**src/rtl/fpu_mul_pkg.sv**
```systemverilog
// Shared definitions for the single-precision FPU multiplier datapath.
//   - man_mul_state_e : control states of the iterative mantissa multiplier
//   - SIZE_MAN_DEFAULT: mantissa width including the hidden bit
//   - cnt_width()     : width of the iteration counter for a given mantissa width
package fpu_mul_pkg;

  localparam int unsigned SIZE_MAN_DEFAULT = 24;

  typedef enum logic [1:0] {
    IDLE,
    CALC,
    NORM,
    DONE
  } man_mul_state_e;

  // Counter must hold 0..SIZE_MAN-1; never narrower than one bit.
  function automatic int unsigned cnt_width(input int unsigned size_man);
    return (size_man > 1) ? $clog2(size_man) : 1;
  endfunction

endpackage : fpu_mul_pkg

```
**src/rtl/man_norm_grs.sv**
```systemverilog
// Combinational normalisation of a 2*SIZE_MAN-bit mantissa product with
// guard/sticky extraction and a round-to-nearest-even increment request.
// Ports:
//   i_prod         full product of two SIZE_MAN-bit mantissas
//   o_man          normalised, truncated SIZE_MAN-bit mantissa
//   o_rounding_bit RNE increment request (guard & (sticky | lsb))
//   o_exp_inc      product was in [2,4); exponent needs +1
module man_norm_grs
  import fpu_mul_pkg::*;
#(
  parameter int unsigned SIZE_MAN = SIZE_MAN_DEFAULT
) (
  input  logic [2*SIZE_MAN-1:0] i_prod,
  output logic [SIZE_MAN-1:0]   o_man,
  output logic                  o_rounding_bit,
  output logic                  o_exp_inc
);

  logic w_guard;
  logic w_sticky;

  // Products lacking both top bits (zero/denormal inputs) take the second
  // branch unchanged; no special casing.
  always_comb begin
    o_man     = '0;
    w_guard   = 1'b0;
    w_sticky  = 1'b0;
    o_exp_inc = 1'b0;
    if (i_prod[2*SIZE_MAN-1]) begin
      o_man     = i_prod[2*SIZE_MAN-1:SIZE_MAN];
      w_guard   = i_prod[SIZE_MAN-1];
      w_sticky  = |i_prod[SIZE_MAN-2:0];
      o_exp_inc = 1'b1;
    end else begin
      o_man     = i_prod[2*SIZE_MAN-2:SIZE_MAN-1];
      w_guard   = i_prod[SIZE_MAN-2];
      w_sticky  = |i_prod[SIZE_MAN-3:0];
      o_exp_inc = 1'b0;
    end
    o_rounding_bit = w_guard & (w_sticky | o_man[0]);
  end

endmodule : man_norm_grs

```
**src/rtl/man_mul_iter.sv**
```systemverilog
// Iterative radix-2 shift-add mantissa multiplier. Takes SIZE_MAN cycles to
// form the full product, one cycle to register the normalised result, then
// holds it until the downstream rounding stage accepts it.
// Ports:
//   i_clk, i_rst      clock, synchronous active-high reset
//   i_valid/o_ready   operand handshake (o_ready high only in IDLE)
//   i_man_a, i_man_b  multiplicand / multiplier mantissas (hidden bit included)
//   o_valid/i_ready   result handshake, result held until consumed
//   o_man             normalised, truncated mantissa
//   o_rounding_bit    RNE increment request
//   o_exp_inc         exponent must be incremented by one
module man_mul_iter
  import fpu_mul_pkg::*;
#(
  parameter int unsigned SIZE_MAN = SIZE_MAN_DEFAULT
) (
  input  logic                i_clk,
  input  logic                i_rst,
  input  logic                i_valid,
  output logic                o_ready,
  input  logic [SIZE_MAN-1:0] i_man_a,
  input  logic [SIZE_MAN-1:0] i_man_b,
  output logic                o_valid,
  input  logic                i_ready,
  output logic [SIZE_MAN-1:0] o_man,
  output logic                o_rounding_bit,
  output logic                o_exp_inc
);

  localparam int unsigned CW = cnt_width(SIZE_MAN);
  localparam logic [CW-1:0] LAST_CNT = CW'(SIZE_MAN - 1);

  man_mul_state_e r_state;
  man_mul_state_e w_next;

  logic [SIZE_MAN-1:0]   r_a;
  logic [2*SIZE_MAN:0]   r_p;
  logic [CW-1:0]         r_cnt;
  logic [SIZE_MAN-1:0]   r_man;
  logic                  r_rounding_bit;
  logic                  r_exp_inc;

  logic [SIZE_MAN:0]     w_upper;
  logic [2*SIZE_MAN:0]   w_p_next;
  logic [SIZE_MAN-1:0]   w_norm_man;
  logic                  w_norm_round;
  logic                  w_norm_exp_inc;

  // State register
  always_ff @(posedge i_clk) begin
    if (i_rst) r_state <= IDLE;
    else       r_state <= w_next;
  end

  // Next-state logic
  always_comb begin
    w_next = r_state;
    case (r_state)
      IDLE: if (i_valid)           w_next = CALC;
      CALC: if (r_cnt == LAST_CNT) w_next = NORM;
      NORM:                        w_next = DONE;
      DONE: if (i_ready)           w_next = IDLE;
      default:                     w_next = IDLE;
    endcase
  end

  // Handshake outputs decode from state only
  always_comb begin
    o_ready = 1'b0;
    o_valid = 1'b0;
    case (r_state)
      IDLE:    o_ready = 1'b1;
      DONE:    o_valid = 1'b1;
      default: ;
    endcase
  end

  // One shift-add step: conditionally add A into the upper SIZE_MAN+1 bits,
  // then shift the whole register right by one.
  always_comb begin
    w_upper  = r_p[2*SIZE_MAN:SIZE_MAN] + (r_p[0] ? {1'b0, r_a} : '0);
    w_p_next = {1'b0, w_upper, r_p[SIZE_MAN-1:1]};
  end

  man_norm_grs #(
    .SIZE_MAN (SIZE_MAN)
  ) u_norm (
    .i_prod         (r_p[2*SIZE_MAN-1:0]),
    .o_man          (w_norm_man),
    .o_rounding_bit (w_norm_round),
    .o_exp_inc      (w_norm_exp_inc)
  );

  // Datapath registers
  always_ff @(posedge i_clk) begin
    if (i_rst) begin
      r_a            <= '0;
      r_p            <= '0;
      r_cnt          <= '0;
      r_man          <= '0;
      r_rounding_bit <= 1'b0;
      r_exp_inc      <= 1'b0;
    end else begin
      case (r_state)
        IDLE: begin
          if (i_valid) begin
            r_a   <= i_man_a;
            r_p   <= {{(SIZE_MAN+1){1'b0}}, i_man_b};
            r_cnt <= '0;
          end
        end
        CALC: begin
          r_p   <= w_p_next;
          r_cnt <= (r_cnt == LAST_CNT) ? '0 : r_cnt + 1'b1;
        end
        NORM: begin
          r_man          <= w_norm_man;
          r_rounding_bit <= w_norm_round;
          r_exp_inc      <= w_norm_exp_inc;
        end
        default: ;
      endcase
    end
  end

  assign o_man          = r_man;
  assign o_rounding_bit = r_rounding_bit;
  assign o_exp_inc      = r_exp_inc;

endmodule : man_mul_iter
```
**config.mk**
```make
export PLATFORM = sky130hd
export DESIGN_NAME = man_mul_iter
export DESIGN_NICKNAME = d
export VERILOG_FILES = /design/src/rtl/fpu_mul_pkg.sv /design/src/rtl/man_norm_grs.sv /design/src/rtl/man_mul_iter.sv
export SDC_FILE = /design/constraint.sdc
export NUM_CORES = 1
export LEC_CHECK = 0
export BUFFER_PORTS_ARGS = -buffer_cell sky130_fd_sc_hd__buf_2
export CAP_MARGIN = 20
export CORE_MARGIN = 2
export CORE_UTILIZATION = 31
export DETAILED_ROUTE_END_ITERATION = 10
export SLEW_MARGIN = 0
export SYNTH_ARGS = -nofsm -noshare
export SYNTH_HDL_FRONTEND = slang
export SYNTH_SLANG_ARGS = --single-unit
```
**constraint.sdc**
```tcl
create_clock -name i_clk -period 3 [get_ports i_clk]
set_input_delay 0.15 -clock i_clk [delete_from_list [all_inputs] [get_ports i_clk]]
set_output_delay 0.15 -clock i_clk [all_outputs]
set_load 0.02 [all_outputs]
```
==> summary.txt, run 1 <==
ROUTING
----------------------------------------------------------------------------------------------------
Mean number of vias per cell                                                                   4.982
Highest routed layer                                                                            met4
Wire length on met2                                                                          6384 um
Met3 routed WL                                                                                502 um
Wire length on met1                                                                          6853 um
DRT Wirelength                                                                              13900 um
Post-detailed-route wirelength per cell                                                     14.32 um
Count of unresolved DRC violations after routing                                                   0
Number of optimization iterations in the first detailed-route pass                                 4
Total via count after detailed routing                                                          4833
1st-iter DRT viols                                                                               278
Remaining antenna violation count                                                                  0

TIMING
----------------------------------------------------------------------------------------------------
Min Tclk post-route                                                                         2.738 ns
Max-slew violation total from the final report                                                     0
Setup TNS after final layout                                                                    0 ns
Max Freq                                                                                   365.3 MHz
Setup repair after global routing missed its margin                                            false
Period utilization                                                                            0.9126
Headroom to the max-slew limit                                                                0.3892
Hold WS                                                                                   0.03393 ns
Worst-case clock skew                                                                    0.008167 ns
Total setup violations reported at the end of the flow                                             0
Tightest Pin Transition                                                                    0.9140 ns
Number of failing hold endpoints at the final stage                                                0

POWER
----------------------------------------------------------------------------------------------------
Total Power                                                                               0.005283 W
Leak                                                                                        2.567 nW
Power density over cell area                                                            811.3 mW/mm2
Worst IR drop on VDD                                                                       0.6529 mV

PLACE
----------------------------------------------------------------------------------------------------
Detailed Place HPWL                                                                         10380 um
Count of port buffers added during placement                                                      79
Post-Place Cell Area                                                                    0.006227 mm2
Gpl congestion                                                                                0.9378

SYNTH
----------------------------------------------------------------------------------------------------
Post-synthesis cell type count                                                                    49
Number of synthesized register bits                                                              105
Synth Instances                                                                                  671
Combined area of all synthesized cells                                                  0.005575 mm2
Post-synthesis sequential area ratio                                                          0.3770
Post-synth EDFFs                                                                                   0
Library cell occupying the most area in the post-synthesis netlist                      sky130_fd_sc_hd__dfxtp_1
Most instantiated library cell after synthesis                                          sky130_fd_sc_hd__dfxtp_1
Leading cell types by total area after synthesis                                        sky130_fd_sc_hd__dfxtp_1 38%, sky130_fd_sc_hd__mux2i_1 9.0%, sky130_fd_sc_hd__a211oi_1 6.7%
Number of warnings issued by yosys                                                                 0
Top cell type's share of synthesized area                                                     0.3770
Syn_nets                                                                                         753
Post-synthesis async set-or-reset flop share                                                       0
Main flop type after synthesis                                                          sky130_fd_sc_hd__dfxtp_1
Most instantiated cells after synthesis                                                 105 x sky130_fd_sc_hd__dfxtp_1, 87 x sky130_fd_sc_hd__nand2_1, 79 x sky130_fd_sc_hd__nor2_1, 55 x sky130_fd_sc_hd__a21oi_1
Mean instance size in the synthesized netlist                                              8.309 um2

CLOCKING
----------------------------------------------------------------------------------------------------
Number of buffers between clock root and the deepest sink                                          2
Clock root buffer                                                                       sky130_fd_sc_hd__clkbuf_16
CTS tree                                                                                        done
TritonCTS Sinks                                                                                  105
Clock-pin slew reported for the worst setup and hold paths after clock tree synthesis        0.07 ns
Number of buffers inserted to repair setup after CTS                                               0
TritonCTS buffer count                                                                             9
Post-cts hold buffer count                                                                         0
Skew-Pair Late Insertion Delay                                                               0.35 ns
Max H-tree Level                                                                                   3
PostCTS Resize Cnt                                                                                 0

DIE
----------------------------------------------------------------------------------------------------
Core Rows                                                                                         49
Initial core utilization                                                                      0.3136
Die footprint                                                                            0.01907 mm2
Chip width                                                                                  138.1 um
IO Pins                                                                                           80
Placeable core region                                                                    0.01778 mm2
Die Ht                                                                                      138.1 um

CRITICAL PATH
----------------------------------------------------------------------------------------------------
Number of buffers and inverters on the critical path                                               1
R2R depth                                                                                         11
CP Cell Sequence                                                                        and2_1 > ha_1 > inv_1 > fa_1 > nand2b_1 > a21oi_1 > o21ai_2 > o31ai_1 > o211a_1 > o21ai_0 > a32o_1
Critical Path Stages                                                                              11
Setup crit end kind                                                                             flop
Maximum cell stage delay along the critical path                                             0.44 ns
Arrival time of the worst setup path                                                         2.98 ns
Type of element launching the critical path                                                     flop
CP max FO                                                                                          6
Category of the most critical setup path                                                     reg2reg
Gate family responsible for the most delay along the worst path                         compound AO/OA/AOI/OAI gates
Required time at the worst-slack endpoint                                                    3.25 ns
Crit-path slowest cell                                                                  sky130_fd_sc_hd__dfxtp_1

JOB
----------------------------------------------------------------------------------------------------
Max-cap violations                                                                                 0

FINISH
----------------------------------------------------------------------------------------------------
Post-route cell area                                                                    0.006511 mm2
Net total in the final layout                                                                    818
Layout overhead on the synthesized area                                                       16.79%
Count of antenna diodes in the layout                                                              0
Share of final-layout standard cells stronger than drive strength 1                           0.1646

GLOBAL ROUTE
----------------------------------------------------------------------------------------------------
Maximum number of pins on one net before global-route repair                                      59
Combined global-route utilization of all metal layers                                         0.1498
Sum of overflow across all layers after global routing                                             0
Initial antenna violation count                                                                    0
First-pass GRT wire length                                                                  23740 um
Vias in the first global route                                                                  4691

STATUS
----------------------------------------------------------------------------------------------------
Result of the run                                                                       complete, no violations

HOLD PATH
----------------------------------------------------------------------------------------------------
Instance count along the most critical hold path                                                   3
Hold Crit Class                                                                               in2reg

-- cells by family after synthesis --
kind of cell / after synthesis / synth area share
muxes: 51 / 0.09179
adders and majority gates: 30 / 0.06867
DFF: 105 / 0.3770
AOI/OAI and AO/OA: 183 / 0.2157
buffers and inverters: 54 / 0.03793
xor gates and xnor gates: 19 / 0.02985
and+or+nand+nor: 229 / 0.1791
-- layout by cell type (no fill, tap or decap), drive strengths merged, types with 2 or more instances in the layout --
cell	count
dfxtp	105
buf	97
nand2	87
nor2	79
a21oi	55
a211oi	51
mux2i	50
o21ai	36
ha	29
and2	26
clkbuf	12
inv	11
xnor2	10
nand3	9
xor2	9
nand2b	8
a22oi	7
nor3	6
o211ai	6
a21o	5
nand4	5
nor4	5
o21a	3
o31ai	3
clkinvlp	3
a221oi	3
nor2b	2
o21bai	2
-- path summary, 6_finish.rpt --
check / start / to / slack (ns)
worst max-delay path: r_p[0] / r_p[43] / 0.26
worst min-delay path: i_man_a[20] / r_a[20] / 0.03
worst max register to register: r_p[0] / r_p[43] / 0.26
worst min register to register: r_a[14] / r_a[14] / 0.45
-- worst register-to-register path, stage by stage, from the launching register on --
cell and delay [ns]:
sky130_fd_sc_hd__dfxtp_1 0.44, sky130_fd_sc_hd__and2_1 0.16, sky130_fd_sc_hd__ha_1 0.16, sky130_fd_sc_hd__inv_1 0.06, sky130_fd_sc_hd__fa_1 0.37, sky130_fd_sc_hd__nand2b_1 0.17
sky130_fd_sc_hd__a21oi_1 0.25, sky130_fd_sc_hd__o21ai_2 0.11, sky130_fd_sc_hd__o31ai_1 0.33, sky130_fd_sc_hd__o211a_1 0.23, sky130_fd_sc_hd__o21ai_0 0.09, sky130_fd_sc_hd__a32o_1 0.26
-- report_power, final --
group | internal, W | leakage, nW | total (W) | switching [W]
combinational | 0.000793 | 1.58 | 0.00212 | 0.00133
clock | 0.000608 | 0.131 | 0.00114 | 0.000531
sequential | 0.00177 | 0.858 | 0.00203 | 0.000254
total | 0.00317 | 2.57 | 0.00528 | 0.00211
-- registers in the layout, summed over array words and instances (netlist names) --
register	flops
o_rounding_bit	1
o_exp_inc	1
o_man	24
r_p	48
r_a	24
r_state	2
r_cnt	5
-- per-stage QoR --
stage	std cells	worst slack, ns	util
after floorplan	671	0.3360	-
after global placement	954	0.4177	0.3502
after detailed placement	954	0.3453	0.3502
after CTS	970	0.3047	0.3662
after global routing	970	0.07373	0.3662
final	970	0.2622	0.3662
-- cell type report --
cell class	instances	area [um2]
Inverter	11	41.29
Timing Repair Buffer	97	530.5
Sequential cell	105	2102
Clock buffer	12	256.5
Fill cell	1870	11270
Tap cell	229	286.5
Clock inverter	4	27.53
Multi-Input combinational cell	512	3267
-- layer usage --
metal  GRT usage  up-vias
met4     0.03867        0
met2      0.2400       88
li1            -     2520
met5           0        -
met3     0.02910       10
met1      0.2078     2215
Power figures use the tool's default switching activity.
==> run 2, diff against run 1 <==
--- a/config.mk
+++ b/config.mk
@@ -10,6 +10,7 @@
 export CORE_MARGIN = 2
 export CORE_UTILIZATION = 31
 export DETAILED_ROUTE_END_ITERATION = 10
+export HOLD_SLACK_MARGIN = 0.1
 export SLEW_MARGIN = 0
 export SYNTH_ARGS = -nofsm -noshare
 export SYNTH_HDL_FRONTEND = slang
==> run 2 against run 1 <==
Effect of this change:
- global-route usage about the same
- design area increased by 3.7%
- worst hold slack better by 0.10 ns
- combinational power hardly changed
- fmax fell by 0.47%
- highest routed layer unchanged
- core utilization increased by 1.4 points
- largest cell class unchanged
- critical path depth unchanged
- critical endpoint unchanged
==> summary.txt, run 2 (synthesis results as in run 1) <==
STATUS
----------------------------------------------------------------------------------------------------
Result of the run                                                                       complete, no violations

FINISH
----------------------------------------------------------------------------------------------------
Most flops, register                                                                             r_p
Commonest non-fill, non-tap cell in the layout                                          sky130_fd_sc_hd__dfxtp_1
Share of final-layout standard cells stronger than drive strength 1                           0.1595   -0.005165
Most used cells in the layout excluding fill and tap cells                              105 x sky130_fd_sc_hd__dfxtp_1, 87 x sky130_fd_sc_hd__nand2_1, 79 x sky130_fd_sc_hd__buf_2
Layout overhead on the synthesized area                                                       21.10%
Count of antenna diodes in the layout                                                              0   unchanged
Net total in the final layout                                                                    842   +2.9%
Layout fillers                                                                                  1859   -0.59%
Layout Cells excl Fill                                                                           994   +2.5%
Number of flip-flops in the largest register                                                      48   unchanged

TIMING
----------------------------------------------------------------------------------------------------
Period utilization                                                                            0.9169   +0.004264
Setup WS post-layout                                                                       0.2494 ns   -0.01279 ns
Setup TNS after final layout                                                                    0 ns   unchanged
Number of failing hold endpoints at the final stage                                                0   unchanged
Min Tclk post-route                                                                         2.751 ns   +0.01279 ns
Setup repair after global routing missed its margin                                            false
Tightest Pin Transition                                                                    0.9099 ns   -0.004077 ns
Max Freq                                                                                   363.6 MHz   -0.47%
Worst-case clock skew                                                                    0.008559 ns   +0.0003916 ns
Headroom to the max-slew limit                                                                0.3919   +0.002725
Max-slew violation total from the final report                                                     0   unchanged
Total setup violations reported at the end of the flow                                             0   unchanged

ROUTING
----------------------------------------------------------------------------------------------------
Mean number of vias per cell                                                                   4.974   -0.17%
Post-detailed-route wirelength per cell                                                     14.05 um   -1.9%
Count of unresolved DRC violations after routing                                                   0   unchanged
Number of optimization iterations in the first detailed-route pass                                 4   unchanged
Remaining antenna violation count                                                                  0   unchanged
Total via count after detailed routing                                                          4944   +2.3%
1st-iter DRT viols                                                                               267   -4.0%
DRT Wirelength                                                                              13970 um   +0.52%

GLOBAL ROUTE
----------------------------------------------------------------------------------------------------
Maximum number of pins on one net before global-route repair                                      59   unchanged
Initial antenna violation count                                                                    0   unchanged
Vias in the first global route                                                                  4731   +0.85%
Combined global-route utilization of all metal layers                                         0.1501   +0.0002936
First-pass GRT wire length                                                                  23810 um   +0.27%
Sum of overflow across all layers after global routing                                             0   unchanged

CLOCKING
----------------------------------------------------------------------------------------------------
TritonCTS Sinks                                                                                  105   unchanged
CTS tree                                                                                        done
Clock-pin slew reported for the worst setup and hold paths after clock tree synthesis        0.07 ns   about the same
Skew-Pair Late Insertion Delay                                                               0.35 ns   about the same
Clock root buffer                                                                       sky130_fd_sc_hd__clkbuf_16
Number of buffers between clock root and the deepest sink                                          2   unchanged
Max H-tree Level                                                                                   3   unchanged
TritonCTS buffer count                                                                             9   unchanged

DIE
----------------------------------------------------------------------------------------------------
Initial core utilization                                                                      0.3136   unchanged
Die Ht                                                                                      138.1 um   unchanged
IO Pins                                                                                           80   unchanged
Die footprint                                                                            0.01907 mm2   unchanged
Placeable core region                                                                    0.01778 mm2   unchanged
Chip width                                                                                  138.1 um   unchanged
Core Rows                                                                                         49   unchanged

CRITICAL PATH
----------------------------------------------------------------------------------------------------
Category of the most critical setup path                                                     reg2reg
CP Cell Sequence                                                                        and2_1 > ha_1 > inv_1 > fa_1 > nand2b_1 > a21oi_1 > o21ai_2 > o31ai_1 > o211a_1 > o21ai_0 > a32o_1
CP max FO                                                                                          6   unchanged
Crit-path slowest cell                                                                  sky130_fd_sc_hd__dfxtp_1
Gate family responsible for the most delay along the worst path                         compound AO/OA/AOI/OAI gates
Number of buffers and inverters on the critical path                                               1   unchanged
Required time at the worst-slack endpoint                                                    3.24 ns   about the same
Arrival time of the worst setup path                                                         2.99 ns   about the same
Maximum cell stage delay along the critical path                                             0.44 ns   about the same
Type of element launching the critical path                                                     flop
Setup crit end kind                                                                             flop

PLACE
----------------------------------------------------------------------------------------------------
Placed Cells                                                                                     954   unchanged
Gpl congestion                                                                                0.9378   unchanged
Count of port buffers added during placement                                                      79   unchanged
Detailed Place HPWL                                                                         10380 um   unchanged
Worst setup timing slack at the placement stage                                            0.3453 ns   unchanged

POWER
----------------------------------------------------------------------------------------------------
Worst IR drop on VDD                                                                       0.6534 mV   about the same
Leak                                                                                        2.667 nW   +3.9%
Power density over cell area                                                            786.3 mW/mm2   -3.1%

HOLD PATH
----------------------------------------------------------------------------------------------------
Hold Crit Class                                                                               in2reg

JOB
----------------------------------------------------------------------------------------------------
Max-cap violations                                                                                 0   unchanged

run 2: cell types whose count changed in the layout (fill, tap and decap cells not counted):
cell	change
sky130_fd_sc_hd__dlygate4sd3_1	+24
run 2: per-stage QoR:
step	cell area [um2]	hold slack (ns)	utilization	total power, W
final	6751	0.1336	0.3797	0.005309
after global routing	6751	0.1398	0.3797	0.005725
after CTS	6751	0.1264	0.3797	0.005364
after detailed placement	6227	0.4013	0.3502	0.004195
after global placement	6227	0.3947	0.3502	0.004182
after floorplan	5575	0.2860	-	0.003580
run 2: final cells by class:
type	count	area, um2	share of cell area
clock buffer	12	256.5	0.03799
clock inverter	4	27.53	0.004077
inverter	11	41.29	0.006116
multi-input combinational	512	3267	0.4839
sequential	105	2102	0.3113
tap	229	286.5	0.04244
timing repair buffer	121	770.7	0.1142
run 2: repair_timing:
action / 4_1_cts / 5_1_grt
setup endpoints to repair: 0 / 0
hold buffers: 24 / 0
resized for setup: 0 / 0
buffers inserted: 0 / 0
hold endpoints to repair: 24 / 0
run 2: metal layers:
layer	GRT usage	vias to the layer above	wire [um]	part of all wire
met3	0.02840	10	491	0.035
met5	0	-	0	0
met1	0.2078	2285	6896	0.49
li1	-	2568	-	-
met2	0.2415	81	6427	0.46
met4	0.03867	0	152	0.011
run 2: path summary, 6_finish.rpt:
check	start	to	slack [ns]	depth (start not counted)
setup / recovery	r_p[0]	r_p[43]	0.25	11
setup reg to reg	r_p[0]	r_p[43]	0.25	11
hold reg to reg	r_a[14]	r_a[14]	0.45	2
hold / removal	i_man_b[22]	r_p[22]	0.13	3
run 2: worst reg2reg max path, cell delays in order, from the launching register on:
cell and delay (ns):
sky130_fd_sc_hd__dfxtp_1 0.44, sky130_fd_sc_hd__and2_1 0.16, sky130_fd_sc_hd__ha_1 0.16, sky130_fd_sc_hd__inv_1 0.06
sky130_fd_sc_hd__fa_1 0.37, sky130_fd_sc_hd__nand2b_1 0.17, sky130_fd_sc_hd__a21oi_1 0.25, sky130_fd_sc_hd__o21ai_2 0.12
sky130_fd_sc_hd__o31ai_1 0.33, sky130_fd_sc_hd__o211a_1 0.23, sky130_fd_sc_hd__o21ai_0 0.09, sky130_fd_sc_hd__a32o_1 0.26
run 2: power breakdown:
group / leakage [nW] / internal, W / total (W) / switching, W
logic: 1.68 / 0.000813 / 0.00214 / 0.00133
registers: 0.858 / 0.00177 / 0.00203 / 0.000254
clock network: 0.131 / 0.000608 / 0.00114 / 0.000529
total: 2.67 / 0.00319 / 0.00531 / 0.00212
